===== src/rtl/imem_loader_if.sv =====
// Byte-stream, IMem write-port and status bundle of the instruction-memory loader.
// The slave modport is the loader's view; the master modport is the source/consumer side.
interface imem_loader_if;
  logic        start;
  logic        in_valid;
  logic [7:0]  in_byte;
  logic        in_ready;
  logic        imem_wea;
  logic [31:0] imem_addra;
  logic [31:0] imem_dina;
  logic        core_reset;
  logic        busy;
  logic        done;
  logic        error;

  modport slave (
    input  start, in_valid, in_byte,
    output in_ready, imem_wea, imem_addra, imem_dina,
    output core_reset, busy, done, error
  );

  modport master (
    output start, in_valid, in_byte,
    input  in_ready, imem_wea, imem_addra, imem_dina,
    input  core_reset, busy, done, error
  );
endinterface


===== src/rtl/imem_loader.sv =====
// Boot loader: assembles a checksummed big-endian byte stream into 32-bit words,
// writes them to consecutive IMem addresses and releases the core only on success.
module imem_loader #(
  parameter int SIZE   = 32,
  parameter int ADDR_W = 9
) (
  input  logic         clk,
  input  logic         reset,
  imem_loader_if.slave bus
);

  localparam int DEPTH = 2 ** ADDR_W;

  typedef enum logic [2:0] {
    IDLE,
    HDR_HI,
    HDR_LO,
    DATA,
    WRITE,
    CHK,
    DONE,
    ERR
  } state_t;

  state_t              state_q, state_d;
  logic [15:0]         count_q, count_d;
  logic [ADDR_W-1:0]   idx_q, idx_d;
  logic [1:0]          byte_cnt_q, byte_cnt_d;
  logic [SIZE-1:0]     word_q, word_d;
  logic [7:0]          csum_q, csum_d;
  logic                in_ready_q, in_ready_d;
  logic                wea_q, wea_d;
  logic [ADDR_W-1:0]   addra_q, addra_d;
  logic [SIZE-1:0]     dina_q, dina_d;
  logic                busy_q, busy_d;
  logic                done_q, done_d;
  logic                error_q, error_d;
  logic                core_reset_q, core_reset_d;

  logic                accept;
  logic [15:0]         n_hdr;
  logic [SIZE-1:0]     word_shifted;
  logic [16:0]         idx_inc;

  assign accept       = bus.in_valid & in_ready_q;
  assign n_hdr        = {count_q[15:8], bus.in_byte};
  assign word_shifted = {word_q[SIZE-9:0], bus.in_byte};
  // Widened so the last-word test works for N == DEPTH without index overflow.
  assign idx_inc      = 17'(idx_q) + 17'd1;

  always_comb begin
    state_d    = state_q;
    count_d    = count_q;
    idx_d      = idx_q;
    byte_cnt_d = byte_cnt_q;
    word_d     = word_q;
    csum_d     = csum_q;
    wea_d      = 1'b0;
    addra_d    = addra_q;
    dina_d     = dina_q;

    case (state_q)
      IDLE, DONE, ERR: begin
        if (bus.start) begin
          state_d    = HDR_HI;
          count_d    = '0;
          idx_d      = '0;
          byte_cnt_d = '0;
          word_d     = '0;
          csum_d     = '0;
        end
      end
      HDR_HI: begin
        if (accept) begin
          count_d[15:8] = bus.in_byte;
          state_d       = HDR_LO;
        end
      end
      HDR_LO: begin
        if (accept) begin
          count_d = n_hdr;
          if (n_hdr > 16'(DEPTH)) begin
            state_d = ERR;
          end else if (n_hdr == 16'd0) begin
            state_d = CHK;
          end else begin
            state_d = DATA;
          end
        end
      end
      DATA: begin
        if (accept) begin
          word_d     = word_shifted;
          csum_d     = csum_q ^ bus.in_byte;
          byte_cnt_d = byte_cnt_q + 2'd1;
          if (byte_cnt_q == 2'd3) begin
            state_d = WRITE;
            wea_d   = 1'b1;
            addra_d = idx_q;
            dina_d  = word_shifted;
          end
        end
      end
      WRITE: begin
        idx_d   = idx_q + ADDR_W'(1);
        state_d = (idx_inc == {1'b0, count_q}) ? CHK : DATA;
      end
      CHK: begin
        if (accept) begin
          state_d = (bus.in_byte == csum_q) ? DONE : ERR;
        end
      end
      default: begin
        state_d = IDLE;
      end
    endcase

    // Status flags are registered decodes of the next state so they line up with state_q.
    in_ready_d   = (state_d == HDR_HI) || (state_d == HDR_LO) ||
                   (state_d == DATA)   || (state_d == CHK);
    busy_d       = (state_d != IDLE) && (state_d != DONE) && (state_d != ERR);
    done_d       = (state_d == DONE);
    error_d      = (state_d == ERR);
    core_reset_d = (state_d != DONE);
  end

  always_ff @(posedge clk or posedge reset) begin
    if (reset) begin
      state_q      <= IDLE;
      count_q      <= '0;
      idx_q        <= '0;
      byte_cnt_q   <= '0;
      word_q       <= '0;
      csum_q       <= '0;
      in_ready_q   <= 1'b0;
      wea_q        <= 1'b0;
      addra_q      <= '0;
      dina_q       <= '0;
      busy_q       <= 1'b0;
      done_q       <= 1'b0;
      error_q      <= 1'b0;
      core_reset_q <= 1'b1;
    end else begin
      state_q      <= state_d;
      count_q      <= count_d;
      idx_q        <= idx_d;
      byte_cnt_q   <= byte_cnt_d;
      word_q       <= word_d;
      csum_q       <= csum_d;
      in_ready_q   <= in_ready_d;
      wea_q        <= wea_d;
      addra_q      <= addra_d;
      dina_q       <= dina_d;
      busy_q       <= busy_d;
      done_q       <= done_d;
      error_q      <= error_d;
      core_reset_q <= core_reset_d;
    end
  end

  assign bus.in_ready   = in_ready_q;
  assign bus.imem_wea   = wea_q;
  assign bus.imem_addra = 32'(addra_q);
  assign bus.imem_dina  = dina_q;
  assign bus.busy       = busy_q;
  assign bus.done       = done_q;
  assign bus.error      = error_q;
  assign bus.core_reset = core_reset_q;

endmodule


===== src/flat_wrapper.sv =====
// flat-port wrapper written by rule: the top's interface ports become plain ports
module imem_loader_flat 
#(
  parameter int SIZE   = 32,
  parameter int ADDR_W = 9
)
  (clk, reset, bus_start, bus_in_valid, bus_in_byte, bus_in_ready, bus_imem_wea, bus_imem_addra, bus_imem_dina, bus_core_reset, bus_busy, bus_done, bus_error);
  imem_loader_if bus_i ();
  input  logic clk;
  input  logic reset;
  input wire logic [$bits(bus_i.start)-1:0] bus_start;
  input wire logic [$bits(bus_i.in_valid)-1:0] bus_in_valid;
  input wire logic [$bits(bus_i.in_byte)-1:0] bus_in_byte;
  output wire logic [$bits(bus_i.in_ready)-1:0] bus_in_ready;
  output wire logic [$bits(bus_i.imem_wea)-1:0] bus_imem_wea;
  output wire logic [$bits(bus_i.imem_addra)-1:0] bus_imem_addra;
  output wire logic [$bits(bus_i.imem_dina)-1:0] bus_imem_dina;
  output wire logic [$bits(bus_i.core_reset)-1:0] bus_core_reset;
  output wire logic [$bits(bus_i.busy)-1:0] bus_busy;
  output wire logic [$bits(bus_i.done)-1:0] bus_done;
  output wire logic [$bits(bus_i.error)-1:0] bus_error;
  assign bus_i.start = bus_start;
  assign bus_i.in_valid = bus_in_valid;
  assign bus_i.in_byte = bus_in_byte;
  assign bus_in_ready = bus_i.in_ready;
  assign bus_imem_wea = bus_i.imem_wea;
  assign bus_imem_addra = bus_i.imem_addra;
  assign bus_imem_dina = bus_i.imem_dina;
  assign bus_core_reset = bus_i.core_reset;
  assign bus_busy = bus_i.busy;
  assign bus_done = bus_i.done;
  assign bus_error = bus_i.error;
  imem_loader #(.SIZE(SIZE), .ADDR_W(ADDR_W)) u_core (.clk(clk), .reset(reset), .bus(bus_i));
endmodule

===== config.mk =====
export PLATFORM = sky130hd
export DESIGN_NAME = imem_loader_flat
export DESIGN_NICKNAME = d
export VERILOG_FILES = /design/src/rtl/imem_loader_if.sv /design/src/rtl/imem_loader.sv /design/src/flat_wrapper.sv
export SDC_FILE = /design/constraint.sdc
export NUM_CORES = 1
export LEC_CHECK = 0
export CAP_MARGIN = 25
export CORE_ASPECT_RATIO = 1.1
export CORE_MARGIN = 10
export CORE_UTILIZATION = 45
export DETAILED_ROUTE_END_ITERATION = 7
export PLACE_DENSITY = 0.72
export SLEW_MARGIN = 25
export SYNTH_ARGS = -nofsm -noshare
export SYNTH_HDL_FRONTEND = slang
export SYNTH_SLANG_ARGS = --single-unit

===== constraint.sdc =====
create_clock -name clk -period 3.1 [get_ports clk]
set_input_delay 0.31 -clock clk [delete_from_list [all_inputs] [get_ports clk]]
set_output_delay 0.31 -clock clk [all_outputs]
set_load 0.01 [all_outputs]

==> impl_results.md <==
- Post-DP Area: between 0.005 and 0.006 sq mm
- Diodes inserted: 0
- Num CTS Buffers: 9
- Die area: 0.0159 sq mm
- Clock sink total: ~110
- Detailed Routing Iterations Pass 1: 4
- Crit-path max FO: 8
- Critical Path Source: bus_in_byte[6]
- Share of layout cells above drive strength 1: 13.7%
- Postcts setup bufs: 0
- Yosys cell types: slightly below 60
- Top Ports: 82
- Met2 usage in global routing: between 20% and 30%
- CTS Root Cell: clkbuf_16
- Met3 usage in global routing: 2.83%
- Post-cts gate resize count: 0
- Final WL: between 10 and 15 mm
- Slew Viols, Final: 0
- Minimum clock period: ~2.3 ns
- IO Port Bufs: between 50 and 60
- CTS Buffer Depth: 2
- GRT busiest layer: met2
- Slew margin rel.: 36.6%
- Required time worst endpoint: approximately 3.3 ns
- CP Capture Type: register
- WL/cell: 16.7 microns
- Reg clk slew, reported paths: 0.07 ns
- Max-Cap Viols: 0
- Vias: 3438
- FMAX: 443 MHz
- Post-detail-place hpwl: 7.58 mm
- CTS Hold Bufs: 0
- GRT overflow: 0
- Seq/Total Area, Yosys: 54.1%
- Via-to-Cell Ratio: 5.41
- Outcome: complete, no violations
- Synthesis-to-layout area growth: 18.0%
- Fin crit share: ~73%
- Gr usage total: a little over an eighth
- First-pass GRT wire length: 17.1 mm
- Gpl congestion: between 0.8 and 0.9
- FF-to-FF Start: u_core.state_q[0]
- WS Path Type: in -> reg
- Initial antenna violation count: 0
- Number of global-route vias before repair: around 3300
- Hold crit path type: reg -> reg
- Htree depth: 3
- RSZ-0062 raised after global routing: false
- Placement Rows: 40
- Mean Syn Cell Area: 11.4 sq um
- Worst hold start: u_core.bus.imem_dina[4]
- Total core area: 0.0110 sq mm
- Die width: 121 microns
- Initial Util: 46.1%
- Ys Warns: 0
- Worst setup margin: 0.844 ns
- Area of the multi-input gates: about 0.002 sq mm
- Predominant post-synthesis flop cell: dfrtp_1
- CP arrival: 2.45 ns
- Reg area: 0.00273 sq mm
- # DRC: 0
- Worst slew pin tran: roughly 0.94 ns
- Worst-Skew Late Latency: 0.34 ns
- Final hold vios: 0
- Peak supply drop: 0.333 mV
- Largest net degree at the start of global routing: 110
- Final antenna-violating net count: 0
- Worst Skew: around 0.0067 ns
- Finished Layout Cells: 636
- Startpoint types: input port
- Synth async-reset ratio: 100%
- Fin nets: approximately 500
- Met1 Usage GRT: 18.1%
- Final setup viols: 0
- Tot Pwr: 5.42 mW
- Die H: 131 microns
- Post-place setup slack: 0.488 ns
- Post-route cell area: 0.00596 sq mm
- PwrDens: 910 mW/mm^2
- Flops & latches, synth: between 100 and 150
- Number of flops mapped to enable cells by yosys: 0
- Worst hold margin: 0.486 ns
- Synthesized netlist cell count: 441
- Static leakage: 2.71 nW
- DRT iter0 DRCs: 187
- CTS tree: yes
- Setup_tns: 0 ns
- Placed insts: 620
- Mapped cell area: 0.00505 sq mm
- Fill cells: 948
- Final core occ: between 50% and 60%
==> area by class of cell <==
cell class / instances / area share, %
timing repair buffer: 63 / 10.8
clock inverter: 4 / 0.924
inverter: 22 / 1.45
sequential: 109 / 45.8
tap: 147 / 3.09
multi-input combinational: 279 / 33.8
clock buffer: 12 / 4.14
==> state kept, by name, indices dropped and copies added (netlist names) <==
register	cells
u_core.state_q	3
u_core.count_q	16
u_core.bus.error	1
u_core.bus.imem_wea	1
u_core.byte_cnt_q	2
u_core.bus.in_ready	1
u_core.csum_q	8
u_core.bus.done	1
u_core.addra_q	9
u_core.word_q	24
u_core.bus.imem_dina	32
u_core.bus.core_reset	1
u_core.bus.busy	1
u_core.idx_q	9
==> routing by layer <==
layer / share of wire, % / vias up / wire length (microns)
met5: 0 / - / 0
met4: 1.6 / 0 / 167
met3: 6.9 / 12 / 732
met2: 46 / 110 / 4890
met1: 45 / 1695 / 4820
li1: - / 1621 / -
==> synth_stat cells (4+ instances only) <==
cell type    n  area share [%]
nor2_1      10            0.74
nand2_1     16             1.2
buf_2       17             1.7
dfrtp_1    108              54
a22o_1      34             5.9
buf_4       24             3.6
nand3_1     12             1.2
inv_1       21             1.6
xnor2_1      9             1.6
a31oi_1      5            0.62
a21oi_1     30             3.0
o21ai_0     23             2.3
mux2_2      34             7.6
nor3_1       5            0.50
and2_1       4            0.50
nor4_1       4            0.50
xor2_1      13             2.3
mux2_1       8             1.8
clkbuf_1     8            0.59
==> where the power goes <==
part	leakage [nW]	switching, mW	internal [mW]	total [mW]
clock network	0.143	0.493	0.653	1.15
logic	1.13	0.933	0.980	1.91
registers	1.44	0.437	1.93	2.36
total	2.71	1.86	3.56	5.42
==> cell usage in the layout (no fill, tap or decap), drive strengths merged, types with 2 or more instances in the layout <==
cell type and count:
nand3 12, xor2 13, ha 2, conb 23, dfrtp 108, nor3 8
a31oi 5, and4 3, o21ai 23, nor4 6, nand2 16, a211oi 2
and2 5, clkbuf 12, a22o 34, buf 5, clkinvlp 2, or2 2
a21oi 30, xnor2 9, and3 3, o22ai 3, nand4 3, mux2i 2
mux2 42, o31a 3, inv 22, nand2b 3, nor2 11, clkdlybuf4s50 58
==> final timing paths <==
| path | end | slack, ns | cells past startpoint |
|---|---|---|---|
| max | u_core.bus.in_ready | 0.84 | 6 |
| min | u_core.bus.imem_dina[4] | 0.49 | 1 |
| max reg2reg | u_core.addra_q[5] | 0.86 | 4 |
| min reg2reg | u_core.bus.imem_dina[4] | 0.49 | 1 |
| max in group asynchronous | u_core.bus.imem_dina[4] | 2.21 | 3 |
| min in group asynchronous | u_core.bus.busy | 0.50 | 3 |
==> worst max-delay path: stages <==
cell and delay [ns]:
clkdlybuf4s50_1 0.63, xor2_1 0.24, nor4_1 0.60, a31oi_1 0.28, o21ai_0 0.24, mux2i_1 0.16
==> cell families (layout without fill, tap and decap cells) <==
logic type / after synthesis / count (layout) / share of synthesized area [%]
other: 1 / 23 / 0.0743
adders and majority gates: 2 / 2 / 0.496
and+or+nand+nor: 76 / 76 / 8.75
DFF: 109 / 109 / 54.1
xor gates and xnor gates: 22 / 22 / 3.82
AOI/OAI and AO/OA: 112 / 112 / 15.1
buffers and inverters: 75 / 101 / 7.98
muxes: 44 / 44 / 9.76
Note: power is estimated with default switching activity, not from simulation.
